### src/rtl/inst_fetch_ctrl_if.sv
// rtl/inst_fetch_ctrl_if.sv - instruction memory and decode-side signal bundle for the fetch controller
interface inst_fetch_ctrl_if;
  logic        request_o;
  logic [31:0] instAddr_o;
  logic [31:0] inst_i;
  logic        dataOk_i;
  logic        redirect_i;
  logic [31:0] redirectPc_i;
  logic        instValid_o;
  logic [31:0] inst_o;
  logic [31:0] instPc_o;
  logic        instReady_i;

  modport master (
    output request_o, instAddr_o, instValid_o, inst_o, instPc_o,
    input  inst_i, dataOk_i, redirect_i, redirectPc_i, instReady_i
  );

  modport slave (
    input  request_o, instAddr_o, instValid_o, inst_o, instPc_o,
    output inst_i, dataOk_i, redirect_i, redirectPc_i, instReady_i
  );
endinterface

### src/rtl/inst_fetch_ctrl.sv
// rtl/inst_fetch_ctrl.sv - one-outstanding instruction fetcher with prefetch FIFO and redirect flush
module inst_fetch_ctrl #(
  parameter logic [31:0] RESET_PC   = 32'h0000_0000,
  parameter int unsigned FIFO_DEPTH = 4
) (
  input logic               clk,
  input logic               reset_n,
  inst_fetch_ctrl_if.master bus
);

  localparam int unsigned   AW      = $clog2(FIFO_DEPTH);
  localparam int unsigned   CW      = AW + 1;
  localparam logic [CW-1:0] DEPTH_C = CW'(FIFO_DEPTH);

  typedef enum logic [1:0] {IDLE, WAIT, DROP} state_e;

  state_e        state_q, state_d;
  logic [31:0]   pc_q, pc_d;
  logic [31:0]   req_pc_q, req_pc_d;
  logic [AW-1:0] rd_ptr_q, rd_ptr_d;
  logic [AW-1:0] wr_ptr_q, wr_ptr_d;
  logic [CW-1:0] count_q, count_d;
  logic [31:0]   fifo_inst_q [FIFO_DEPTH];
  logic [31:0]   fifo_pc_q   [FIFO_DEPTH];
  logic          issue, push, pop;

  always_comb begin
    state_d  = state_q;
    pc_d     = pc_q;
    req_pc_d = req_pc_q;
    rd_ptr_d = rd_ptr_q;
    wr_ptr_d = wr_ptr_q;
    count_d  = count_q;
    issue    = 1'b0;
    push     = 1'b0;
    pop      = 1'b0;
    if (bus.redirect_i) begin
      // A response still owed by memory must be swallowed in DROP.
      pc_d     = bus.redirectPc_i & ~32'h3;
      rd_ptr_d = '0;
      wr_ptr_d = '0;
      count_d  = '0;
      if (state_q == WAIT) state_d = bus.dataOk_i ? IDLE : DROP;
    end else begin
      pop = (count_q != '0) && bus.instReady_i;
      unique case (state_q)
        IDLE: issue = (count_q < DEPTH_C);
        WAIT: begin
          if (bus.dataOk_i) begin
            push  = 1'b1;
            // The slot for the new request is reserved up front; a concurrent pop is not credited.
            issue = ((count_q + 1'b1) < DEPTH_C);
            if (!issue) state_d = IDLE;
          end
        end
        DROP: if (bus.dataOk_i) state_d = IDLE;
        default: state_d = IDLE;
      endcase
      if (issue) begin
        req_pc_d = pc_q;
        pc_d     = pc_q + 32'd4;
        state_d  = WAIT;
      end
      if (push) wr_ptr_d = wr_ptr_q + 1'b1;
      if (pop)  rd_ptr_d = rd_ptr_q + 1'b1;
      count_d = count_q + CW'(push) - CW'(pop);
    end
  end

  always_ff @(posedge clk or negedge reset_n) begin
    if (!reset_n) begin
      state_q  <= IDLE;
      pc_q     <= RESET_PC & ~32'h3;
      req_pc_q <= '0;
      rd_ptr_q <= '0;
      wr_ptr_q <= '0;
      count_q  <= '0;
    end else begin
      state_q  <= state_d;
      pc_q     <= pc_d;
      req_pc_q <= req_pc_d;
      rd_ptr_q <= rd_ptr_d;
      wr_ptr_q <= wr_ptr_d;
      count_q  <= count_d;
    end
  end

  always_ff @(posedge clk) begin
    if (push) begin
      fifo_inst_q[wr_ptr_q] <= bus.inst_i;
      fifo_pc_q[wr_ptr_q]   <= req_pc_q;
    end
  end

  assign bus.request_o   = reset_n & issue;
  assign bus.instAddr_o  = pc_q;
  assign bus.instValid_o = (count_q != '0);
  assign bus.inst_o      = bus.instValid_o ? fifo_inst_q[rd_ptr_q] : '0;
  assign bus.instPc_o    = bus.instValid_o ? fifo_pc_q[rd_ptr_q] : '0;

endmodule

### src/flat_wrapper.sv
// flat-port wrapper written by rule: the top's interface ports become plain ports
module inst_fetch_ctrl_flat 
#(
  parameter logic [31:0] RESET_PC   = 32'h0000_0000,
  parameter int unsigned FIFO_DEPTH = 4
)
  (clk, reset_n, bus_request_o, bus_instAddr_o, bus_instValid_o, bus_inst_o, bus_instPc_o, bus_inst_i, bus_dataOk_i, bus_redirect_i, bus_redirectPc_i, bus_instReady_i);
  inst_fetch_ctrl_if bus_i ();
  input logic clk;
  input logic reset_n;
  output wire logic [$bits(bus_i.request_o)-1:0] bus_request_o;
  output wire logic [$bits(bus_i.instAddr_o)-1:0] bus_instAddr_o;
  output wire logic [$bits(bus_i.instValid_o)-1:0] bus_instValid_o;
  output wire logic [$bits(bus_i.inst_o)-1:0] bus_inst_o;
  output wire logic [$bits(bus_i.instPc_o)-1:0] bus_instPc_o;
  input wire logic [$bits(bus_i.inst_i)-1:0] bus_inst_i;
  input wire logic [$bits(bus_i.dataOk_i)-1:0] bus_dataOk_i;
  input wire logic [$bits(bus_i.redirect_i)-1:0] bus_redirect_i;
  input wire logic [$bits(bus_i.redirectPc_i)-1:0] bus_redirectPc_i;
  input wire logic [$bits(bus_i.instReady_i)-1:0] bus_instReady_i;
  assign bus_request_o = bus_i.request_o;
  assign bus_instAddr_o = bus_i.instAddr_o;
  assign bus_instValid_o = bus_i.instValid_o;
  assign bus_inst_o = bus_i.inst_o;
  assign bus_instPc_o = bus_i.instPc_o;
  assign bus_i.inst_i = bus_inst_i;
  assign bus_i.dataOk_i = bus_dataOk_i;
  assign bus_i.redirect_i = bus_redirect_i;
  assign bus_i.redirectPc_i = bus_redirectPc_i;
  assign bus_i.instReady_i = bus_instReady_i;
  inst_fetch_ctrl #(.RESET_PC(RESET_PC), .FIFO_DEPTH(FIFO_DEPTH)) u_core (.clk(clk), .reset_n(reset_n), .bus(bus_i));
endmodule
### config.mk
export PLATFORM = sky130hd
export DESIGN_NAME = inst_fetch_ctrl_flat
export DESIGN_NICKNAME = d
export VERILOG_FILES = /design/src/rtl/inst_fetch_ctrl_if.sv /design/src/rtl/inst_fetch_ctrl.sv /design/src/flat_wrapper.sv
export SDC_FILE = /design/constraint.sdc
export NUM_CORES = 1
export LEC_CHECK = 0
export CELL_PAD_IN_SITES_DETAIL_PLACEMENT = 0
export CELL_PAD_IN_SITES_GLOBAL_PLACEMENT = 1
export CORE_ASPECT_RATIO = 1.5
export CORE_MARGIN = 2
export CORE_UTILIZATION = 43
export CTS_CLUSTER_SIZE = 14
export DETAILED_ROUTE_END_ITERATION = 16
export PLACE_DENSITY_LB_ADDON = 0.1
export SLEW_MARGIN = 0
export SYNTH_ARGS = -nofsm -noshare
export SYNTH_HDL_FRONTEND = slang
export SYNTH_SLANG_ARGS = --single-unit
export TNS_END_PERCENT = 1
### constraint.sdc
create_clock -name clk -period 3.1 [get_ports clk]
set_input_delay 0.775 -clock clk [delete_from_list [all_inputs] [get_ports clk]]
set_output_delay 0.775 -clock clk [all_outputs]
set_load 0.01 [all_outputs]
==> results_dict.tcl <==
set metrics [dict create \
    antenna_left 0 \
    r2r_cells 10 \
    route.vias.total 6949 \
    die_width_um 147 \
    max-cap-violations 0 \
    synth_flop_cell "edfxtp_1" \
    cp_cell_sequence "buf_4, buf_12, buf_16, mux4_2, and2_1, clkdlybuf4s15_2" \
    syn_area_per_cell_sq_um 18.4 \
    yosys.cell_types.count 56 \
    worstMarginPinSlew_ns 0.897 \
    timing.fmax_mhz 330 \
    port_buffers 160 \
    outcome "completed" \
    wire_per_inst_um 21.0 \
    grt_start_max_net_pins 70 \
    setup_violations 0 \
    seq_power_share 0.437 \
    cts_buffers 29 \
    synth_top_family_by_area "multiplexers" \
    yosysMostFrequentCell "edfxtp_1" \
    synth_area_leaders "edfxtp_1 (56%), dfrtp_1 (13%), mux4_2 (11%)" \
    drt-initial-drc-count 402 \
    slowest_delay_ns 0.50 \
    grt_pass1_wl_um 44000 \
    wirelength_um 28000 \
    syn_area_sq_um 13200 \
    num_rows 78 \
    insertion_delay_ns 0.55 \
    synth_compound_area_frac 0.0418 \
    dp.final_hpwl_um 17400 \
    yosys.area.top_type "edfxtp_1" \
    grt_use_total 0.177 \
    slew_violations 0 \
    synthMuxAreaShare 0.148 \
    worstSetupStartpointType "register" \
    fin_crit_sh 0.979 \
    combinationalPowerShare 0.306 \
    crit_arrival_ns 2.26 \
    drive_gt1_frac 0.263 \
    die_area_sq_um 32200 \
    end_kind "primary output" \
    clk_pin_slew_ns 0.07 \
    slowest_stage "dfrtp_4" \
    rrSetupSlack_ns 0.41 \
    seq_area_frac_synth 0.693 \
    grt_overflow 0 \
    dr.pass1.iters 4 \
    synthXorXnorAreaFrac 0.0199 \
    initial_core_util 0.437 \
    cts_tree "yes" \
    min_path_type "input pin to asynchronous set/reset pin" \
    htree_levels 1 \
    power.total_uw 13000 \
    fp.coreArea_sq_um 30300 \
    power.switching_uw 3740 \
    p_int_uw 9270 \
    grt_pass1_vias 7606 \
    clock_sinks 317 \
    rsz0062_at_grt "yes" \
    yosys_warnings 0 \
    final_cells 1332 \
    synthTopCellsByCount "edfxtp_1 (248), dfrtp_1 (69), and2_1 (68), mux4_2 (62), mux2_4 (29)" \
    peakVddDrop_mv 0.441 \
    antenna_found_initial 0 \
    synthAdderAreaFrac 0.00813 \
    holdWs_ns 0.416 \
    timing.rr.start "u_core.count_q[0]" \
    die_h_um 219 \
    drc 0 \
    async_reset_ff_frac 0.218 \
    power_switching_share 0.288 \
    gp_congestion 0.773 \
    cts_buffer_depth 3 \
    n_antenna_cell 0 \
    cts-root-buf "clkbuf_16" \
    area_growth_pct 24.4 \
    path_class "register to primary output" \
    placed_cells 1267 \
    finClkSkew_ns 0.00929 \
    fin_crit_ns 3.03 \
    yosysTopAreaCellShare 0.563 \
    netlist_instances 721 \
    worstPathRequired_ns 2.32 \
    p_clk_frac 0.257 \
    power_density_nw_per_um2 791 \
    synth-simple-area-share 0.0677 \
    synth_edf_count 248 \
    num-nets-final 987 \
    synth-seq-cells 317 \
    slew_headroom 0.402 \
    num_io_pins 167 \
    finalHoldViolations 0 \
    regToRegEndpoint "u_core.count_q[2]" \
    crit_path_max_fanout 10 \
    vias_per_cell 5.22 \
    p_leak_uw 0.00579 \
]
cells in the final DEF (no fill, tap or decap), types with 9 or more instances in the layout:
master	count
and2_1	62
buf_12	16
buf_2	24
buf_4	15
clkbuf_1	9
clkbuf_16	29
clkdlybuf4s15_1	12
clkdlybuf4s50_1	93
clkinv_1	9
dfrtp_1	63
dlygate4sd2_1	22
edfxtp_1	248
inv_1	14
mux2_4	29
mux4_2	62
nand2_1	28
nand3_1	14
nor2_1	9
o21ai_1	16
xnor2_1	20
xor2_1	10
critical path, delay by kind of cell (launching register included):
| family | cells | cell delay [ns] |
|---|---|---|
| mux | 1 | 0.41 |
| simple gates | 1 | 0.17 |
| flops | 1 | 0.50 |
| buf+inv | 4 | 0.64 |
cell families after synthesis:
| logic type | after synthesis |
|---|---|
| xor gates and xnor gates | 30 |
| and+or+nand+nor | 150 |
| DFF | 317 |
| buffers and inverters | 56 |
| muxes | 102 |
| AOI/OAI and AO/OA | 57 |
| other | 1 |
| adders and majority gates | 8 |
through the flow:
step | area, sq um | util | setup WS, ns | TNS, ns
floorplan | 13200 | - | 0.0138 | 0
global placement | 15500 | 0.512 | -0.146 | -0.146
detailed placement | 15500 | 0.512 | -0.132 | -0.132
CTS | 16400 | 0.544 | -0.111 | -0.609
global route | 16500 | 0.544 | -0.00296 | -0.00933
finish | 16500 | 0.544 | 0.0652 | 0
worst max-delay path by stage:
stage | startpoint | endpoint | slack, ns | depth (start not counted)
finish | u_core.rd_ptr_q[0] | bus_instPc_o[5] | 0.07 | 6
global route | u_core.rd_ptr_q[0] | bus_inst_o[19] | -0.003 | 5
CTS | u_core.rd_ptr_q[0] | bus_inst_o[20] | -0.11 | 6
detailed placement | bus_dataOk_i | bus_request_o | -0.13 | 6
global placement | bus_dataOk_i | bus_request_o | -0.15 | 6
floorplan | bus_redirect_i | u_core.fifo_inst_q[0][0] | 0.01 | 3
layer usage:
metal | share of wire | track usage | wire length (um) | up-vias
li1 | - | - | - | 3166
met1 | 0.41 | 0.226 | 11500 | 3575
met2 | 0.53 | 0.319 | 14800 | 173
met3 | 0.043 | 0.0239 | 1210 | 35
met4 | 0.019 | 0.0484 | 538 | 0
met5 | 0 | 0 | 0 | -
registers in the layout, summed over array words and instances (netlist names):
| name | cells |
|---|---|
| u_core.fifo_inst_q | 128 |
| u_core.state_q | 2 |
| u_core.count_q | 3 |
| u_core.fifo_pc_q | 120 |
| u_core.req_pc_q | 30 |
| u_core.bus.instAddr_o | 30 |
| u_core.rd_ptr_q | 2 |
| u_core.wr_ptr_q | 2 |
final cells by class:
class / count / area [sq um]
clock inverter: 15 / 114
clock buffer: 38 / 759
tap: 400 / 500
multi-input combinational: 351 / 3810
timing repair buffer: 197 / 2040
inverter: 14 / 52.6
fill: 2461 / 13800
sequential: 317 / 9180
power groups by stage:
stage	Combinational, uW	Sequential [uW]	Clock, uW
floorplan	2330	5590	0
global placement	3980	5710	0
detailed placement	4010	5780	0
CTS	4040	5700	3450
global route	4300	5760	3610
finish	3980	5690	3350
repair_timing:
action | 4_1_cts | 5_1_grt
hold buffers | 0 | 0
gates resized for setup | 146 | 27
pin swaps | 0 | 0
setup endpoints to repair | 64 | 18
buffers inserted | 5 | 3
cloned | 4 | 0
No activity file was read; power rests on OpenSTA's default activity.
